===== config.mk =====
export PLATFORM = sky130hd
export DESIGN_NAME = regfile_wb_arbiter
export DESIGN_NICKNAME = d
export VERILOG_FILES = /design/src/rtl/regfile_wb_arbiter.sv
export SDC_FILE = /design/constraint.sdc
export NUM_CORES = 1
export LEC_CHECK = 0
export CAP_MARGIN = 30
export CORE_AREA = 2 2 90 92
export CTS_BUF_LIST = sky130_fd_sc_hd__clkbuf_4 sky130_fd_sc_hd__clkbuf_8
export DETAILED_ROUTE_END_ITERATION = 16
export DIE_AREA = 0 0 92 94
export PLACE_DENSITY = 0.79
export SLEW_MARGIN = 20
export SYNTH_ARGS = -nofsm -noshare
export SYNTH_HDL_FRONTEND = slang
export SYNTH_SLANG_ARGS = --single-unit

===== constraint.sdc =====
create_clock -name clk -period 1.65 [get_ports clk]
set_clock_uncertainty 0.05 [all_clocks]
set_input_delay 0.33 -clock clk [delete_from_list [all_inputs] [get_ports clk]]
set_output_delay 0.33 -clock clk [all_outputs]
set_load 0.01 [all_outputs]

===== src/rtl/regfile_wb_arbiter.sv =====
// Arbitrates the single register-file write port between the in-order WB stage (source 0)
// and the long-latency unit (source 1), with a starvation guard for source 1.
module regfile_wb_arbiter #(
  parameter int MAX_WAIT = 4,
  parameter int CNT_W    = 16
) (
  input  logic             clk,
  input  logic             rst_n,
  input  logic             s0_valid,
  output logic             s0_ready,
  input  logic [4:0]       s0_reg,
  input  logic [31:0]      s0_data,
  input  logic             s1_valid,
  output logic             s1_ready,
  input  logic [4:0]       s1_reg,
  input  logic [31:0]      s1_data,
  output logic             RegWrite,
  output logic [4:0]       writeReg,
  output logic [31:0]      writeData,
  output logic             wb_src,
  output logic             force_s1,
  output logic [CNT_W-1:0] conflict_cnt
);

  localparam logic [3:0] MaxWait = 4'(MAX_WAIT);

  logic             reg_write_q, reg_write_d;
  logic [4:0]       write_reg_q, write_reg_d;
  logic [31:0]      write_data_q, write_data_d;
  logic             wb_src_q, wb_src_d;
  logic [3:0]       wait_cnt_q, wait_cnt_d;
  logic [CNT_W-1:0] conflict_cnt_q, conflict_cnt_d;

  logic s0_hs, s1_hs;

  // Handshake: a transfer happens on a cycle where valid & ready are both high. Ready never
  // looks at the requester's own valid, and the two readys never allow two transfers at once.
  always_comb begin
    force_s1 = (wait_cnt_q == MaxWait);
    s0_ready = rst_n & ~(force_s1 & s1_valid);
    s1_ready = rst_n & (~s0_valid | force_s1);
    s0_hs    = s0_valid & s0_ready;
    s1_hs    = s1_valid & s1_ready;
  end

  // Writes to r0 are drained from the source but never reach the register file.
  always_comb begin
    reg_write_d  = 1'b0;
    write_reg_d  = write_reg_q;
    write_data_d = write_data_q;
    wb_src_d     = wb_src_q;
    if (s0_hs && (s0_reg != 5'd0)) begin
      reg_write_d  = 1'b1;
      write_reg_d  = s0_reg;
      write_data_d = s0_data;
      wb_src_d     = 1'b0;
    end else if (s1_hs && (s1_reg != 5'd0)) begin
      reg_write_d  = 1'b1;
      write_reg_d  = s1_reg;
      write_data_d = s1_data;
      wb_src_d     = 1'b1;
    end
  end

  always_comb begin
    wait_cnt_d = wait_cnt_q;
    if (!s1_valid || s1_hs) begin
      wait_cnt_d = 4'd0;
    end else if (wait_cnt_q != MaxWait) begin
      wait_cnt_d = wait_cnt_q + 4'd1;
    end
  end

  always_comb begin
    conflict_cnt_d = conflict_cnt_q;
    if (s0_valid && s1_valid && (conflict_cnt_q != {CNT_W{1'b1}})) begin
      conflict_cnt_d = conflict_cnt_q + 1'b1;
    end
  end

  always_ff @(posedge clk) begin
    if (!rst_n) begin
      reg_write_q    <= 1'b0;
      write_reg_q    <= 5'd0;
      write_data_q   <= 32'd0;
      wb_src_q       <= 1'b0;
      wait_cnt_q     <= 4'd0;
      conflict_cnt_q <= '0;
    end else begin
      reg_write_q    <= reg_write_d;
      write_reg_q    <= write_reg_d;
      write_data_q   <= write_data_d;
      wb_src_q       <= wb_src_d;
      wait_cnt_q     <= wait_cnt_d;
      conflict_cnt_q <= conflict_cnt_d;
    end
  end

  assign RegWrite     = reg_write_q;
  assign writeReg     = write_reg_q;
  assign writeData    = write_data_q;
  assign wb_src       = wb_src_q;
  assign conflict_cnt = conflict_cnt_q;

endmodule


* Yosys cells after proc, flatten, opt, wreduce, memory -nomap -nowiden
Cells that the tools add are included.
** Operators by class
- Add/subtract/negate cells :: 2
- Equal/unequal tests :: 3
- Multiplexer cells :: 6
- Bitwise operators :: 9
- Reductions and logical operators :: 11
** Operator list (count)
- $mux W32 :: 2
- $add A16 B1 Y16 const B :: 1
- $ne A16 B16 Y1 const B :: 1
- $mux W5 :: 2
- $reduce_bool A5 Y1 :: 2
- $and A1 B1 Y1 :: 5
- $add A4 B1 Y4 const B :: 1
- $eq A4 B3 Y1 const B :: 1
- $logic_and A1 B1 Y1 :: 4
- $ne A4 B3 Y1 const B :: 1
- $reduce_or A2 Y1 :: 2
- $not A1 Y1 :: 3
- $mux W1 :: 2
- $reduce_bool A2 Y1 :: 1
- $logic_not A1 Y1 :: 1
- $logic_or A1 B1 Y1 :: 1
- $or A1 B1 Y1 :: 1
** Word-level totals
- Flip-flop bits (word level) :: 59
- Bits of input ports :: 78
- Output and inout port bits :: 58

* Depth between registers and ports, before layout
- Depth in word-level cells :: 7
- Depth in mapped cells :: 7
- Mapped depth without buffers :: 6

* Least setup slack after synthesis
No wires, ideal clock.
- Path type :: register to register
- Start point :: register conflict_cnt_q[0] (netlist: conflict_cnt[0])
- End point :: register conflict_cnt_q[10] (netlist: conflict_cnt[10])
- Setup time :: 0.072 ns
- Data arrival time :: 1.754 ns
- Path slack :: -0.226 ns
- Cell stages (with the launch flop) :: 6
- Buffers on the path :: 0
- Path through :: dfxtp_1 ha_1 nand4_1 or3_4 or4_1 a21oi_1
** On the way
- Cells in the longest elaborated chain, start to end :: 2
- Elaborated cells on any way between the ends :: 3
- Classes of those cells :: 1 x add/sub; 1 x eq/ne; 1 x reduce/logical
** RTL lines
- start, declared :: line 32 : logic [CNT_W-1:0] conflict_cnt_q, conflict_cnt_d;
- start signal, assigned :: line 95 : conflict_cnt_q <= conflict_cnt_d;
- branches (longest 2 deep; another with $add A16 B1 Y16)
Parallel ways; which one is timed is not known.
A chain may end at the register's enable or synchronous reset.

* Final worst setup path
- Start point :: register wait_cnt_q[1]
- End point :: register write_data_q[23] (netlist: writeData[23])
** On the way
- Cells in the longest elaborated chain, start to end :: 7
- Elaborated cells on any way between the ends :: 12
- Classes of those cells :: 1 x eq/ne; 1 x mux; 7 x bitwise; 3 x reduce/logical
** RTL lines
- start, declared :: line 31 : logic [3:0] wait_cnt_q, wait_cnt_d;
- start signal, assigned :: line 94 : wait_cnt_q <= wait_cnt_d;
- $eq A4 B3 Y1 * :: line 39 : force_s1 = (wait_cnt_q == MaxWait);
- $and A1 B1 Y1 :: line 40 : s0_ready = rst_n & ~(force_s1 & s1_valid);
- $not A1 Y1 :: line 40
- $and A1 B1 Y1 :: line 40
- $and A1 B1 Y1 :: line 42 : s0_hs = s0_valid & s0_ready;
- $logic_and A1 B1 Y1 :: line 52 : if (s0_hs && (s0_reg != 5'd0)) begin
- $mux W32 or $reduce_bool A2 Y1 (tied branches)
- end signal, assigned :: line 92 : write_data_q <= write_data_d;
- end, declared :: line 29 : logic [31:0] write_data_q, write_data_d;
Mark *: on every way between the ends. The rest lies on a longest branch, timed or not.

==> flow_summary.toml <==
[cells_and_area]
multiInputGateArea_um2 = 2003
final_nets = 628
antennaDiodeCount = 0
num-fill-cells = 504
drive_gt1_share_pct = 32.07
register_area_um2 = 1200
final_util_pct = 75.84
finish.cell_count_without_fillers = 654
fin_area_um2 = 5769
syn2layout_area_growth_pct = 95.46

[synthesis]
synth_seq_cells = 59
async_flop_share_pct = 0
synth_top_area_share_pct = 40.02
synth_seq_area_share_pct = 40.02
syn_inst = 357
synthSimpleGateAreaFrac_pct = 21.66
netlist_top_cells_count = "59 x dfxtp_1, 42 x nand3_1, 35 x inv_1, 32 x nand2_1, 32 x o211ai_1"
ys.flop_type = "dfxtp_1"
yosysMostFrequentCell = "dfxtp_1"
syn_nets = 438
synth_edf_count = 0
synth_area_leader_cell = "dfxtp_1"
yosys_warnings = 0
avgSynthCellArea_um2 = 8.268
synthAdderAreaFrac_pct = 1.272
synth_area_um2 = 2952
yosys-top-cells-area = "dfxtp_1 40%, o221ai_1 8.6%, o211ai_1 8.1%"
synth_top_family_by_area = "compound AO/OA/AOI/OAI gates"
muxShareOfSynthArea_pct = 4.070
yosys.area_share.xor_xnor_pct = 0.5935
synth-compound-area-share_pct = 23.87
netlist-cell-type-count = 43

[setup_path]
start_kind = "flop"
crit_top_cell = "buf_12"
crit_slowest_cell = "dfxtp_2"
worstPathRequired_ns = 1.81
end_kind = "flop"
slowest_delay_ns = 0.32
path_delay_family = "buffers and inverters"
cp.arrival_ns = 1.91
reg2reg_depth = 9
crit_type = "reg -> reg"
r2r-end = "writeData[23]$_SDFFE_PN0P_"
r2r_slack_ns = -0.09
crit_buf_inv = 4
path_max_fanout = 8
r2r-start = "wait_cnt_q[1]$_SDFFE_PP0P_"
worstPathCellList = "inv_2, ha_4, nand3b_1, buf_6, a21o_4, nor2_4, buf_12, buf_12, o221ai_4"

[grt]
grt.overflow.total = 0
grt_antenna_before_repair = 0
grt_util_all_layers_pct = 25.00
grt_pass1_vias = 3666
grt_pass1_wl_um = 17060
grt_max_degree = 41

[place]
hpwl_um = 7470
post-place-cells = 624
dpl_cell_area_um2 = 4863
dpl_worst_slack_ns = -0.4947
port-buffer-count = 135
gp_congestion = 0.8898

[pwr]
seqPwrFrac_pct = 42.9
ir_drop_uv = 470.9
power_mw = 3.645
switching_share_pct = 26.13
pwr-share-comb_pct = 23.6
p_sw_uw = 952.4
p_leak_nw = 2.404
power_density_nw_per_um2 = 631.8
power_frac_clock_pct = 33.5
internal_power_mw = 2.692

[clock_network]
clock_latency_ns = 0.33
cts_buffers = 9
clkTransAtPathRegs_ns = 0.07
cts_tree = "built"
ctsHtreeMaxLevel = 3
cts_buffer_depth = 2
clock-sinks = 59
root_buffer = "clkbuf_8"

[sta]
drv_slew = 0
worst_pin_slew_ns = 0.4173
min_period_ns = 1.745
timing.final.crit_share_pct = 105.7
hold_viol_final = 0
hold_ws_ns = 0.4111
finalSetupViolCount = 36
setup_tns_ns = -2.387
fmax_ghz = 0.5731
setup_slack_ns = -0.09482
maxSlewHeadroom_pct = 72.18
rsz0062_at_grt = "true"

[floorplanning]
core_area_um2 = 7607
dieArea_um2 = 8648
fp.dieH_um = 94
initial_utilization_pct = 38.80
io_pins = 136
num_rows = 32
die_x_um = 92

[detailed_routing]
wl_per_cell_um = 17.47
wl_met2_um = 6132
num_vias = 3602
dr.pass1.iters = 4
wl_um = 11430
wl_met1_um = 4385
drc_errors = 0
ant_nets = 0
highest_layer = "met4"
via_per_inst = 5.508
met3_length_um = 663
drtIter0Drc = 132

[worst_hold_path]
worstHoldEndpoint = "conflict_cnt[8]$_SDFFE_PN0P_"
hold_path.startpoint = "rst_n"
hold_path.class = "in -> reg"
hold_depth = 4

[run]
cap_violations = 0

[run_status]
status = "finished, violations left"
violations = "negative setup slack"
[registers in the layout (all words and copies together) (netlist names)]
register / count
wait_cnt_q: 4
writeData: 32
RegWrite: 1
conflict_cnt: 16
writeReg: 5
wb_src: 1
[layout make-up]
cell class	count	area share, %
timing repair buffer	207	36.74
multi-input combinational	234	34.72
sequential	59	20.80
clock buffer	14	3.015
inverter	36	2.342
tap	102	2.212
clock inverter	2	0.1735
[power groups by stage]
stage	clock (mW)	sequential (mW)	combinational, mW
2_1_floorplan	0	1.62	0.206
3_3_place_gp	0	1.59	0.715
3_5_place_dp	0	1.59	0.727
4_1_cts	1.24	1.56	0.795
5_1_grt	1.30	1.57	0.914
6_report	1.22	1.56	0.862
[repair_timing]
item,CTS,global route
hold buffers,0,0
buffers inserted,7,3
resized for setup,78,68
endpoints found under the setup margin,71,69
pin swaps,19,27
cloned,3,2
[layer usage]
metal,track usage (%),up-vias
met2,45.53,139
met4,10.45,0
li1,-,1708
met1,27.90,1735
met3,5.939,20
met5,0,-
[cells by family after synthesis]
family | count (synthesis)
multiplexers | 12
AND/OR/NAND/NOR | 125
buffers and inverters | 64
adder cells (fa/ha/maj) | 3
flip-flops | 59
XOR/XNOR | 2
AO/OA/AOI/OAI | 92
[layout by cell type (no fill, tap or decap), types with 5 or more instances in the layout]
cell type        instances
clkdlybuf4s50_1        103
dlymetal6s2s_1          14
buf_4                   48
nand2b_1                10
a21oi_1                  5
dfxtp_1                 48
nor2_1                   8
nand4_1                  5
mux2i_1                 12
nand2_1                 30
dfxtp_2                  9
buf_6                   12
clkbuf_8                11
inv_1                   33
dlygate4sd2_1           14
nand3_1                 40
o211ai_1                32
o221ai_2                28
buf_12                   8
[worst max path at each step]
stage | from | end | slack, ns | depth (start not counted)
6_report | wait_cnt_q[1]$_SDFFE_PP0P_ | writeData[23]$_SDFFE_PN0P_ | -0.09 | 9
5_1_grt | wait_cnt_q[1]$_SDFFE_PP0P_ | s0_ready | -0.16 | 6
4_1_cts | conflict_cnt[1]$_SDFFE_PN0P_ | conflict_cnt[10]$_SDFFE_PN0P_ | -0.11 | 5
3_5_place_dp | s1_valid | conflict_cnt[15]$_SDFFE_PN0P_ | -0.49 | 5
3_3_place_gp | s0_valid | conflict_cnt[10]$_SDFFE_PN0P_ | -0.42 | 5
2_1_floorplan | conflict_cnt[0]$_SDFFE_PN0P_ | conflict_cnt[10]$_SDFFE_PN0P_ | -0.10 | 5
[tightest hold or removal path: stages]
cell,delay [ns]
buf_2,0.11
clkinv_1,0.07
buf_4,0.20
a21oi_2,0.04
Power figures use the tool's default switching activity.
